==> src/rtl/i2s_ser_tx_if.sv <==
// Sample-pair handshake between a producer and the I2S transmitter.
interface i2s_ser_tx_if #(
  parameter int DATA_W = 24
);
  logic [DATA_W-1:0] lft_in;
  logic [DATA_W-1:0] rght_in;
  logic              vld;
  logic              rdy;

  modport master (output lft_in, output rght_in, output vld, input rdy);
  modport slave  (input lft_in, input rght_in, input vld, output rdy);
endinterface

==> src/rtl/i2s_ser_tx.sv <==
// I2S master transmitter: one-deep holding register feeding a left/right frame
// serializer that generates sclk, ws (leading the MSB by one bit) and data.
module i2s_ser_tx #(
  parameter int SCLK_DIV = 16,
  parameter int DATA_W   = 24,
  parameter int SLOT_W   = 32
) (
  input  logic        clk,
  input  logic        rst,
  i2s_ser_tx_if.slave smp,
  output logic        I2S_sclk,
  output logic        I2S_ws,
  output logic        I2S_data,
  output logic        frm_strt,
  output logic        underflow
);

  localparam int FRM_W = 2 * SLOT_W;
  localparam int K_W   = $clog2(FRM_W);
  localparam int DIV_W = $clog2(SCLK_DIV);

  typedef enum logic {IDLE = 1'b0, RUN = 1'b1} state_t;

  state_t            state_q;
  logic [DIV_W-1:0]  div_q;
  logic [K_W-1:0]    k_q;
  logic [DATA_W-1:0] hold_l_q, hold_r_q, frm_l_q, frm_r_q;
  logic              hold_full_q, rdy_q;
  logic              sclk_q, ws_q, data_q, frm_strt_q, ufl_q;

  logic [K_W-1:0]    k_d;
  logic [DATA_W-1:0] nxt_l_d, nxt_r_d;
  logic              tick_s, fall_s, bnd_s, acc_s;

  function automatic logic ws_at(input logic [K_W-1:0] k);
    int ki;
    ki = int'(k);
    return (ki >= SLOT_W - 1) && (ki <= 2 * SLOT_W - 2);
  endfunction

  // Bit k of the frame: left MSB-first, then right MSB-first, zero padding.
  function automatic logic data_at(input logic [K_W-1:0] k,
                                   input logic [DATA_W-1:0] l,
                                   input logic [DATA_W-1:0] r);
    logic [DATA_W-1:0] sh;
    int ki;
    ki = int'(k);
    if (ki < DATA_W) begin
      sh = l << k;
    end else if ((ki >= SLOT_W) && (ki < SLOT_W + DATA_W)) begin
      sh = r << (k - K_W'(SLOT_W));
    end else begin
      sh = '0;
    end
    return sh[DATA_W-1];
  endfunction

  // Divider terminal count, sclk fall, frame boundary and the next frame source.
  always_comb begin
    tick_s  = (div_q == DIV_W'(SCLK_DIV - 1));
    fall_s  = tick_s && sclk_q && (state_q == RUN);
    bnd_s   = fall_s && (k_q == K_W'(FRM_W - 1));
    acc_s   = smp.vld && rdy_q;
    k_d     = (k_q == K_W'(FRM_W - 1)) ? '0 : k_q + K_W'(1);
    nxt_l_d = (bnd_s && hold_full_q) ? hold_l_q : frm_l_q;
    nxt_r_d = (bnd_s && hold_full_q) ? hold_r_q : frm_r_q;
  end

  // Handshake, frame sequencing and all registered outputs.
  always_ff @(posedge clk) begin
    if (rst) begin
      state_q     <= IDLE;
      div_q       <= '0;
      k_q         <= '0;
      hold_l_q    <= '0;
      hold_r_q    <= '0;
      frm_l_q     <= '0;
      frm_r_q     <= '0;
      hold_full_q <= 1'b0;
      rdy_q       <= 1'b1;
      sclk_q      <= 1'b0;
      ws_q        <= 1'b0;
      data_q      <= 1'b0;
      frm_strt_q  <= 1'b0;
      ufl_q       <= 1'b0;
    end else begin
      frm_strt_q <= 1'b0;
      ufl_q      <= 1'b0;

      // rdy re-opens one clk after the holding register was drained.
      if (acc_s) begin
        hold_l_q    <= smp.lft_in;
        hold_r_q    <= smp.rght_in;
        hold_full_q <= 1'b1;
        rdy_q       <= 1'b0;
      end else if (!rdy_q && !hold_full_q) begin
        rdy_q <= 1'b1;
      end else begin
        rdy_q <= rdy_q;
      end

      case (state_q)
        IDLE: begin
          if (hold_full_q) begin
            state_q     <= RUN;
            div_q       <= '0;
            k_q         <= '0;
            sclk_q      <= 1'b0;
            frm_l_q     <= hold_l_q;
            frm_r_q     <= hold_r_q;
            hold_full_q <= 1'b0;
            frm_strt_q  <= 1'b1;
            ws_q        <= ws_at(K_W'(0));
            data_q      <= data_at(K_W'(0), hold_l_q, hold_r_q);
          end else begin
            sclk_q <= 1'b0;
            ws_q   <= 1'b0;
            data_q <= 1'b0;
          end
        end
        RUN: begin
          div_q <= tick_s ? '0 : div_q + DIV_W'(1);
          if (tick_s) begin
            sclk_q <= ~sclk_q;
          end else begin
            sclk_q <= sclk_q;
          end
          if (fall_s) begin
            k_q    <= k_d;
            ws_q   <= ws_at(k_d);
            data_q <= data_at(k_d, nxt_l_d, nxt_r_d);
          end else begin
            k_q <= k_q;
          end
          // Empty holding register at the boundary: replay the last frame.
          if (bnd_s) begin
            frm_l_q    <= nxt_l_d;
            frm_r_q    <= nxt_r_d;
            frm_strt_q <= 1'b1;
            if (hold_full_q) begin
              hold_full_q <= 1'b0;
            end else begin
              ufl_q <= 1'b1;
            end
          end else begin
            frm_l_q <= frm_l_q;
          end
        end
        default: state_q <= IDLE;
      endcase
    end
  end

  assign smp.rdy   = rdy_q;
  assign I2S_sclk  = sclk_q;
  assign I2S_ws    = ws_q;
  assign I2S_data  = data_q;
  assign frm_strt  = frm_strt_q;
  assign underflow = ufl_q;

endmodule
==> src/flat_wrapper.sv <==
// flat-port wrapper written by rule: the top's interface ports become plain ports
module i2s_ser_tx_flat 
#(
  parameter int SCLK_DIV = 16,
  parameter int DATA_W   = 24,
  parameter int SLOT_W   = 32
)
  (clk, rst, I2S_sclk, I2S_ws, I2S_data, frm_strt, underflow, smp_lft_in, smp_rght_in, smp_vld, smp_rdy);
  i2s_ser_tx_if #(.DATA_W(DATA_W)) smp_i ();
  input  logic clk;
  input  logic rst;
  output logic I2S_sclk;
  output logic I2S_ws;
  output logic I2S_data;
  output logic frm_strt;
  output logic underflow;
  input wire logic [$bits(smp_i.lft_in)-1:0] smp_lft_in;
  input wire logic [$bits(smp_i.rght_in)-1:0] smp_rght_in;
  input wire logic [$bits(smp_i.vld)-1:0] smp_vld;
  output wire logic [$bits(smp_i.rdy)-1:0] smp_rdy;
  assign smp_i.lft_in = smp_lft_in;
  assign smp_i.rght_in = smp_rght_in;
  assign smp_i.vld = smp_vld;
  assign smp_rdy = smp_i.rdy;
  i2s_ser_tx #(.SCLK_DIV(SCLK_DIV), .DATA_W(DATA_W), .SLOT_W(SLOT_W)) u_core (.clk(clk), .rst(rst), .smp(smp_i), .I2S_sclk(I2S_sclk), .I2S_ws(I2S_ws), .I2S_data(I2S_data), .frm_strt(frm_strt), .underflow(underflow));
endmodule
==> config.mk <==
export PLATFORM = sky130hd
export DESIGN_NAME = i2s_ser_tx_flat
export DESIGN_NICKNAME = d
export VERILOG_FILES = /design/src/rtl/i2s_ser_tx_if.sv /design/src/rtl/i2s_ser_tx.sv /design/src/flat_wrapper.sv
export SDC_FILE = /design/constraint.sdc
export NUM_CORES = 1
export LEC_CHECK = 0
export CORE_MARGIN = 3
export CORE_UTILIZATION = 55
export CTS_BUF_LIST = sky130_fd_sc_hd__clkbuf_8
export DETAILED_ROUTE_END_ITERATION = 7
export PLACE_DENSITY_LB_ADDON = 0.2
export SLEW_MARGIN = 10
export SYNTH_ARGS = -nofsm -noshare
export SYNTH_HDL_FRONTEND = slang
export SYNTH_SLANG_ARGS = --single-unit
==> constraint.sdc <==
create_clock -name clk -period 5.6 [get_ports clk]
set_input_delay 0.56 -clock clk [delete_from_list [all_inputs] [get_ports clk]]
set_output_delay 0.56 -clock clk [all_outputs]
set_load 0.02 [all_outputs]
==> metrics.md <==
| Metric | Value |
|---|---|
| PortBufs | 56 |
| Worst path buffer plus inverter count | 0 |
| Max rail drop VDD | between 0.0002 and 0.00025 V |
| Synth top area share | 0.456 |
| Finished Core Util | 0.683 |
| Yosys warnings | 0 |
| Area grow syn2layout | 20.0% |
| Crit-path max cell delay | approximately 1.0 ns |
| Asr flop ratio synth | 0 |
| Vias in the first global route | between 4,000 and 5,000 |
| CTS Sinks | approximately 110 |
| Int Power | between 1 and 1.5 mW |
| Clock Latency Late Sink | 0.42 ns |
| Diode count | 0 |
| Post_cts resized | 0 |
| DR iter-0 viols | slightly above 300 |
| Drt wl/cell | roughly 15 um |
| Core ar. | between 8000 and 9000 sq um |
| Max Transition Viols Final | 0 |
| Slew headroom | 0.205 |
| Hold Path Class | register to register |
| M1 wire length | ~5.6 mm |
| Family with the most delay on the worst path | simple AND/OR/NAND/NOR gates |
| Initial Utilization | 0.569 |
| Leakage | 2.18 nW |
| Share of cells above drive strength 1 | 0.0731 |
| Design area | between 6000 and 7000 sq um |
| WP data arrival | roughly 4.0 ns |
| Sequential area share after synthesis | 0.456 |
| Syn avg cell area | approximately 7.5 sq um |
| Gpl congestion | approximately 0.90 |
| Worst slew pin tran | around 1.2 ns |
| Area leader, netlist | dfxtp_1 |
| Max-capacitance violation count | 0 |
| Placed cell areas | 5560 sq um |
| Final hold violations | 0 |
| CP required | 5.90 ns |
| CP Launch Type | register |
| Inst Count DP | slightly below 800 |
| Row count | 34 |
| Chip width | about 100 um |
| Main synth FF type | dfxtp_1 |
| Sw frac | 0.246 |
| Setup violators final | 0 |
| Period utilisation layout | 0.659 |
| CTS root buffer | clkbuf_8 |
| EDFF count, synth | 0 |
| Post-CTS Setup Repair Bufs | 0 |
| Top cells by area, synth | dfxtp_1 (46%), nand2_1 (17%), a21oi_1 (11%) |
| Setup TNS | 0 ns |
| Met2 routed WL | roughly 5.7 mm |
| CP Max Fanout | 16 |
| Clk pin slew, worst setup/hold paths | 0.07 ns |
| GRT Total Usage | 0.247 |
| Mapped cell area | about 5000 sq um |
| DR WL met3 | around 550 um |
| Grt ovf | 0 |
| Antenna violations before repair | 0 |
| Cell area power density | ~310 nW/um^2 |
| Layout Nets | 752 |
| CTS tree | done |
| Post-DP HPWL | slightly below 8 mm |
| Largest net degree at the start of global routing | around 120 |
| Avg Vias per Cell | 5.57 |
| Crit-path cells | ha_1 -> nand2_2 -> nor4_4 -> mux2i_1 -> mux4_2 -> a2111oi_2 -> o31a_1 -> a221oi_1 |
| Non-Filler Instances | just over 800 |
| Status | completed |
| FMAX | ~0.27 GHz |
| Top cells by instance count after synthesis | nand2_1 (228), dfxtp_1 (114), a21oi_1 (113) |
| Sequential share of power | 0.460 |
| Post-place setup slack | between 1.5 and 2 ns |
| Minimum clock period | roughly 3.7 ns |
| Die H | 101 um |
| CP Class | register to register |
| Count leader, synth | nand2_1 |
| Yosys reg bits | between 100 and 150 |
| CP max-delay cell | nor4_4 |
| Die area | ~10,000 sq um |
| H-Tree Depth | 4 |
| Syn Inst Count | about 670 |
| I/O pins | between 50 and 60 |
| Pre-Repair DR Iteration Count | 5 |
| Final WL | between 10 and 15 mm |
| First-pass GRT wire length | slightly above 20 mm |
| CTS buffer count | 17 |
| Routed vias | approximately 4,600 |
| Top Layer Used | met4 |
| Drt drc | 0 |
| Post-CTS Hold Fix Bufs | 0 |
| Cell variety after synth | 50 |
| Gate power share | 0.073 |
| Synthesized Nets | slightly above 700 |
| Post-DRT Antenna Nets | 0 |
| Switching power | approximately 0.46 mW |
| Crit. End Element | register |
| RSZ-0062 raised after global routing | no |
| Final WS setup | 1.91 ns |
| Bufs on Longest Clock Path | 2 |
| Clock Skews | 0.0129 ns |
| Critical path depth in cells | 8 |
| Cell count of the worst reg-to-reg path | 8 |
| Hold depth | 2 |
| Clock network power share | 0.467 |
## path summary, 6_finish.rpt
| kind | start | end | slack, ns |
|---|---|---|---|
| setup reg to reg | u_core.k_q[0] | u_core.I2S_data | 1.91 |
| setup / recovery | u_core.k_q[0] | u_core.I2S_data | 1.91 |
| hold reg to reg | u_core.hold_l_q[22] | u_core.frm_l_q[22] | 0.45 |
| hold / removal | u_core.hold_l_q[22] | u_core.frm_l_q[22] | 0.45 |
## layout by cell type, fill, tap and decap left out, types with 5 or more instances in the layout
master	instances
nand2b_1	5
nand2_1	228
mux2i_1	16
buf_4	7
o21ai_0	12
a21oi_1	113
and2_1	5
a31oi_1	6
nand3_1	9
dfxtp_1	114
clkdlybuf4s50_1	55
nor2_1	30
a211oi_1	5
clkbuf_8	19
inv_6	5
nor3_1	12
## flip-flops by register name, summed over array words and instances (netlist names)
signal and count:
u_core.I2S_data 1, u_core.I2S_sclk 1, u_core.I2S_ws 1, u_core.div_q 4, u_core.frm_l_q 24, u_core.frm_r_q 24, u_core.frm_strt 1, u_core.hold_full_q 1
u_core.hold_l_q 24, u_core.hold_r_q 24, u_core.k_q 6, u_core.smp.rdy 1, u_core.state_q 1, u_core.underflow 1
## cell families (layout without fill, tap and decap cells)
kind of cell               count (synthesis)  count (layout)  share of synthesized area
and+or+nand+nor                          314             314                      0.266
AOI/OAI and AO/OA                        158             158                      0.176
DFF                                      114             114                      0.456
buffers and inverters                     53              97                     0.0427
muxes                                     20              20                     0.0432
xor gates and xnor gates                   5               5                    0.00874
adders and majority gates                  3               3                    0.00749
## power by group through the flow
stage / registers (mW) / logic, mW / clock network, mW
floorplan: 0.874 / 0.0849 / 0
global placement: 0.883 / 0.133 / 0
detailed placement: 0.884 / 0.138 / 0
CTS: 0.865 / 0.139 / 0.890
global route: 0.869 / 0.154 / 0.922
finish: 0.866 / 0.138 / 0.880
## layer usage
| layer | vias to the layer above | global-route usage |
|---|---|---|
| met3 | 21 | 0.0517 |
| met1 | 2120 | 0.328 |
| met2 | 113 | 0.403 |
| met4 | 0 | 0.0777 |
| li1 | 2305 | - |
| met5 | - | 0 |
## per-stage QoR
| step | power (mW) | hold WS [ns] |
|---|---|---|
| global route | 1.95 | 0.469 |
| finish | 1.88 | 0.449 |
| detailed placement | 1.02 | 0.446 |
| global placement | 1.02 | 0.434 |
| floorplan | 0.959 | 0.427 |
| CTS | 1.89 | 0.454 |
## final cells by class
class                      count  area (sq um)
sequential                   114          2280
timing repair buffer          62           603
multi-input combinational    500          2520
clock buffer                  19           262
fill                         734          2790
clock inverter                13           196
inverter                       3          11.3
tap                          108           135
## worst register-to-register path: stages (launching register included)
cell and delay [ns]:
dfxtp_1 0.57, ha_1 0.50, nand2_2 0.15, nor4_4 1.01, mux2i_1 0.20, mux4_2 0.53, a2111oi_2 0.40, o31a_1 0.19
a221oi_1 0.05
Power figures use the tool's default switching activity.
